$ cat src/rtl/instr_decode_buffer.sv
// instr_decode_buffer: IF/ID FIFO of {pc, instr} with head field decode; optional ILLEGAL_OPCODE_CHECK_EN flag
module instr_decode_buffer #(
  parameter int          PC_W      = 32,
  parameter int          DEPTH     = 2,
  parameter logic [31:0] NOP_INSTR = 32'h00000013
) (
  input  logic            clk_in,
  input  logic            rst_n_in,
  input  logic            flush_in,
  input  logic            valid_in,
  output logic            ready_out,
  input  logic [PC_W-1:0] pc_in,
  input  logic [31:0]     instr_in,
  output logic            valid_out,
  input  logic            ready_in,
  output logic [PC_W-1:0] pc_out,
  output logic [6:0]      opcode_out,
  output logic [2:0]      func3_out,
  output logic [6:0]      func7_out,
  output logic [4:0]      rs1_addr_out,
  output logic [4:0]      rs2_addr_out,
  output logic [4:0]      rd_addr_out,
  output logic [24:0]     instr_31_7_out,
  output logic            illegal_out
);
  localparam int AW = $clog2(DEPTH);
  localparam int CW = AW + 1;
  logic [CW-1:0]   count;
  logic [AW-1:0]   wr_ptr, rd_ptr;
  logic [PC_W-1:0] pc_mem [DEPTH];
  logic [31:0]     instr_mem [DEPTH];
  logic            push, pop;
  logic [31:0]     temp;
  assign ready_out = !flush_in && (count < CW'(DEPTH));
  assign valid_out = (count != '0) && !flush_in;
  assign push = valid_in && ready_out;
  assign pop = valid_out && ready_in && !flush_in;
  assign temp = valid_out ? instr_mem[rd_ptr] : NOP_INSTR;
  assign pc_out = valid_out ? pc_mem[rd_ptr] : '0;
  assign opcode_out = temp[6:0];
  assign rd_addr_out = temp[11:7];
  assign func3_out = temp[14:12];
  assign rs1_addr_out = temp[19:15];
  assign rs2_addr_out = temp[24:20];
  assign func7_out = temp[31:25];
  assign instr_31_7_out = temp[31:7];
`ifdef ILLEGAL_OPCODE_CHECK_EN
  logic [DEPTH-1:0] ill_mem;
  function automatic logic is_legal(input logic [6:0] op);
    return op inside {7'h37, 7'h17, 7'h6F, 7'h67, 7'h63, 7'h03, 7'h23, 7'h13, 7'h33, 7'h0F, 7'h73};
  endfunction
  assign illegal_out = valid_out && ill_mem[rd_ptr];
`else
  assign illegal_out = 1'b0;
`endif
  // occupancy and pointers; flush restarts both pointers at slot 0
  always_ff @(posedge clk_in or negedge rst_n_in) begin
    if (!rst_n_in) begin
      count <= '0;
      wr_ptr <= '0;
      rd_ptr <= '0;
    end else if (flush_in) begin
      count <= '0;
      wr_ptr <= '0;
      rd_ptr <= '0;
    end else begin
      count <= count + CW'(push) - CW'(pop);
      if (push) wr_ptr <= wr_ptr + 1'b1;
      if (pop) rd_ptr <= rd_ptr + 1'b1;
    end
  end
  // entry storage is left uncleared by reset; count alone decides validity
  always_ff @(posedge clk_in) begin
    if (push) begin
      pc_mem[wr_ptr] <= pc_in;
      instr_mem[wr_ptr] <= instr_in;
`ifdef ILLEGAL_OPCODE_CHECK_EN
      ill_mem[wr_ptr] <= !is_legal(instr_in[6:0]);
`endif
    end
  end
endmodule

$ cat config.mk
export PLATFORM = sky130hd
export DESIGN_NAME = instr_decode_buffer
export DESIGN_NICKNAME = d
export VERILOG_FILES = /design/src/rtl/instr_decode_buffer.sv
export SDC_FILE = /design/constraint.sdc
export NUM_CORES = 1
export LEC_CHECK = 0
export BUFFER_PORTS_ARGS = -buffer_cell sky130_fd_sc_hd__clkbuf_2
export CELL_PAD_IN_SITES_DETAIL_PLACEMENT = 1
export CELL_PAD_IN_SITES_GLOBAL_PLACEMENT = 1
export CORE_ASPECT_RATIO = 0.9
export CORE_MARGIN = 2
export CORE_UTILIZATION = 46
export CTS_BUF_LIST = sky130_fd_sc_hd__clkbuf_2
export DETAILED_ROUTE_END_ITERATION = 10
export PLACE_DENSITY = 0.94
export SYNTH_ARGS = -nofsm -noshare
export SYNTH_HDL_FRONTEND = slang
export SYNTH_SLANG_ARGS = --single-unit
$ cat constraint.sdc
create_clock -name clk_in -period 8.3 [get_ports clk_in]
set_input_delay 1.245 -clock clk_in [delete_from_list [all_inputs] [get_ports clk_in]]
set_output_delay 1.245 -clock clk_in [all_outputs]
set_load 0.02 [all_outputs]
==> results by stage <==
Timing:
- The final clock period utilization by the worst path is 48.95%.
- The final number of max-transition violations is 0.
- Timing would allow up to between 200 and 250 MHz.
- Headroom to the max-slew limit came out at 18.05%.
- The clock arrives with roughly 0.015 ns of skew.
- The post-route setup TNS is 0 ns.
- Setup repair after global routing left no endpoint under its margin.
- The minimum clock period after layout is approximately 4.1 ns.
- The actual transition at the worst max-transition pin is around 1.2 ns.
- The final count of hold timing violations is 0.
- The setup-violating endpoint count in the final report is 0.

Setup path:
- The startpoint class of the critical path is an input pin.
- The required time at the endpoint of the critical path is ~7.1 ns.
- The peak fanout along the critical path is 62.
- The type of the worst setup path is input pin to output port.
- The kind of end point of the critical path is an output port.
- At the worst endpoint, the arrival time is 2.82 ns.
- In this run the register-to-register setup slack is 5.45 ns.

Final layout:
- Summing all multi-input logic gate instances after layout gives 1030 um2.
- Relative to the synthesized area, the layout overhead comes to 16.62%.
- Leaving out fill and tap cells, the most frequent cells in the layout are clkbuf_2, edfxtp_1, mux2i_1, nor2_1.
- Counting the fill cells in the layout gives around 1200.
- The library cell used most frequently in the layout, excluding fill and tap cells, is clkbuf_2.
- For this run, the post-layout net count is 533.
- The number of antenna repair diodes is 0.
- After routing the design area is 6165 um2.
- The post-route netlist has 41.56% of its cells at a drive strength greater than 1.
- The sequential cells in the finished layout cover a total of 3948 um2.

Clock tree:
- Buffers added to address setup during post-CTS repair amount to 0.
- Clock-pin slew was measured on the worst setup and hold paths at 0.16 ns.
- In this run the clock root is driven by a clkbuf_2.
- The number of levels in the clock H-tree is 4.
- TritonCTS built the clock tree.
- The number of buffers created by CTS is 17.
- The post-cts gate resize count is 0.
- The worst-case clock buffer depth is 2.
- The clock net in this run drives a total of 132 sinks.
- At the later pin of the worst-skew pair, clock insertion delay measures 0.66 ns.
- Hold repair after CTS inserted 0 buffers.

Floorplan:
- The number of top-level pins is 161.
- The die covers 12370 um2.
- The height of the die is 105.7 um.
- The core region is 11340 um2.
- The die outline width is 117 um.
- In this run the core area contains 37 standard-cell rows.
- For this configuration, the core starts out at a cell density of between 40% and 50%.

Global routing:
- In the global route stage, met3 resource usage came out at 8.051%.
- Entering global routing, the biggest net connects 66 pins.
- The first global-routing pass estimated 15.61 mm of wire.
- The number of antenna violations at the first check in global routing is 0.
- Global routing consumed, on the met1 layer, 18.85% of the routing resources.
- Global routing consumed, on the met2 layer, between 20 and 30% of the routing resources.
- The overflow left after global routing is 0.
- The number of global-route vias before repair is roughly 3200.
- The busiest layer in global routing is met2.
- In the global route stage, overall resource usage came out at 17.34%.

Logic synthesis:
- The sequential share of the synthesized area is 74.60%.
- After synthesis the netlist holds a flip-flop and latch count of 132.
- Synthesis produced a netlist with a net count of 393.
- The number of distinct library cell variants in the gate-level netlist after synthesis is 21.
- Summed over its instances, the top area cell type makes up 72.71% of the synthesized netlist area.
- A synthesized cell averages 16.42 um2.
- The gate count after technology mapping is ~320.
- Ranked by total cell area, the synthesized netlist is headed by edfxtp_1, mux2i_1, nor2_1.
- The synthesized netlist occupies a cell area of 5286 um2.
- The most area-hungry cell type in the Yosys netlist is edfxtp_1.
- For this run, the number of Yosys warnings is 0.

Route:
- The first detailed-routing pass took 4 iterations.
- After detailed routing, the average wire length per cell comes to 16.48 um.
- The total vias in the final route is 2975.
- The first-iteration detailed-routing DRC count is around 170.
- The remaining design rule violation count is 0.
- The count of nets left with antenna violations once routing finished came out at 0.
- The total wirelength of the detailed-routed design is 10.38 mm.
- In the routed layout, each cell is associated on average with a via count of between 4 and 5.

Pwr:
- IR analysis of the VDD net gives a maximum drop of 128.2 uV.
- The areal power density over the cells is 231.6 nW/um2.
- The total power of the final layout is 1.428 mW.
- For this design the static power due to leakage is 2.396 nW.

Placed design:
- The final estimated routing congestion in global placement is just under 0.8.
- The placed cell area is approximately 6000 um2.
- The total of buffers placed on input and output ports is around 160.
- The detailed placer's ending HPWL is 7.115 mm.

Outcome:
- The flow ran to the end, and the final reports show no timing, DRC or antenna violations.

Hold path:
- The tightest min-delay check is of the input pin to async pin type.

Job:
- Across the run, the number of max-cap violations was 0.
[cells in the mapped netlist]
library cell,n
edfxtp_1,128
mux2i_1,64
nor2_1,62
buf_4,28
buf_6,7
buf_2,5
nor2_2,5
dfrtp_1,4
nand2_1,4
ha_1,2
xnor2_1,2
xor2_1,2
and2_1,1
and2b_1,1
and3_1,1
conb_1,1
inv_1,1
inv_2,1
nor2b_1,1
o21ai_0,1
or2_1,1
[per-layer routing]
layer / wire length (um) / vias to the layer above
met1: 4034 / 1443
met3: 681 / 9
met2: 5569 / 107
met4: 94 / 0
met5: 0 / -
li1: - / 1416
[cell families after synthesis]
family,Yosys count,synth area share [%]
other cells,1,0.07094
simple gates,76,5.894
xor+xnor,4,0.6628
fa+ha+maj,2,0.4733
flops,132,74.60
compound gates,1,0.09458
buf+inv,42,6.083
mux,64,12.12
[worst paths after layout]
kind | startpoint | endpoint | depth (start not counted)
setup / recovery | flush_in | opcode_out[1] | 5
hold / removal | rst_n_in | rd_ptr | 1
setup reg to reg | count[1] | count[1] | 10
hold reg to reg | count[1] | count[1] | 2
max in group asynchronous | rst_n_in | count[0] | 1
min in group clk_in | count[1] | count[1] | 2
[flip-flops by register name (all words and copies together) (netlist names)]
register,cells
instr_mem,64
pc_mem,64
count,2
rd_ptr,1
wr_ptr,1
[cell type report]
cell class                 count  area share (%)
timing repair buffer         161           13.15
multi-input combinational    148           16.70
clock inverter                 9           1.035
inverter                       2          0.1218
sequential                   132           64.03
clock buffer                  22           1.786
tap                          156           3.166
[report_power, final]
group	internal, mW	total [mW]	switching [mW]
logic	0.110	0.289	0.178
registers	0.781	0.827	0.0464
clock network	0.106	0.312	0.206
[stage by stage]
step | std cells | utilization (%) | hold WS (ns) | setup slack [ns]
global placement | 599 | 52.82 | 0.5970 | 4.294
global route | 630 | 54.35 | 0.2226 | 4.041
CTS | 630 | 54.35 | 0.2608 | 4.173
finish | 630 | 54.35 | 0.3485 | 4.237
detailed placement | 599 | 52.82 | 0.6280 | 4.194
floorplan | 322 | - | 0.5230 | 3.389
[critical path: stages]
cell and delay, ns:
clkbuf_2 0.14, or2_2 0.91, inv_2 0.15, nand2_1 0.12, clkbuf_2 0.17
No activity file was read; power rests on OpenSTA's default activity.
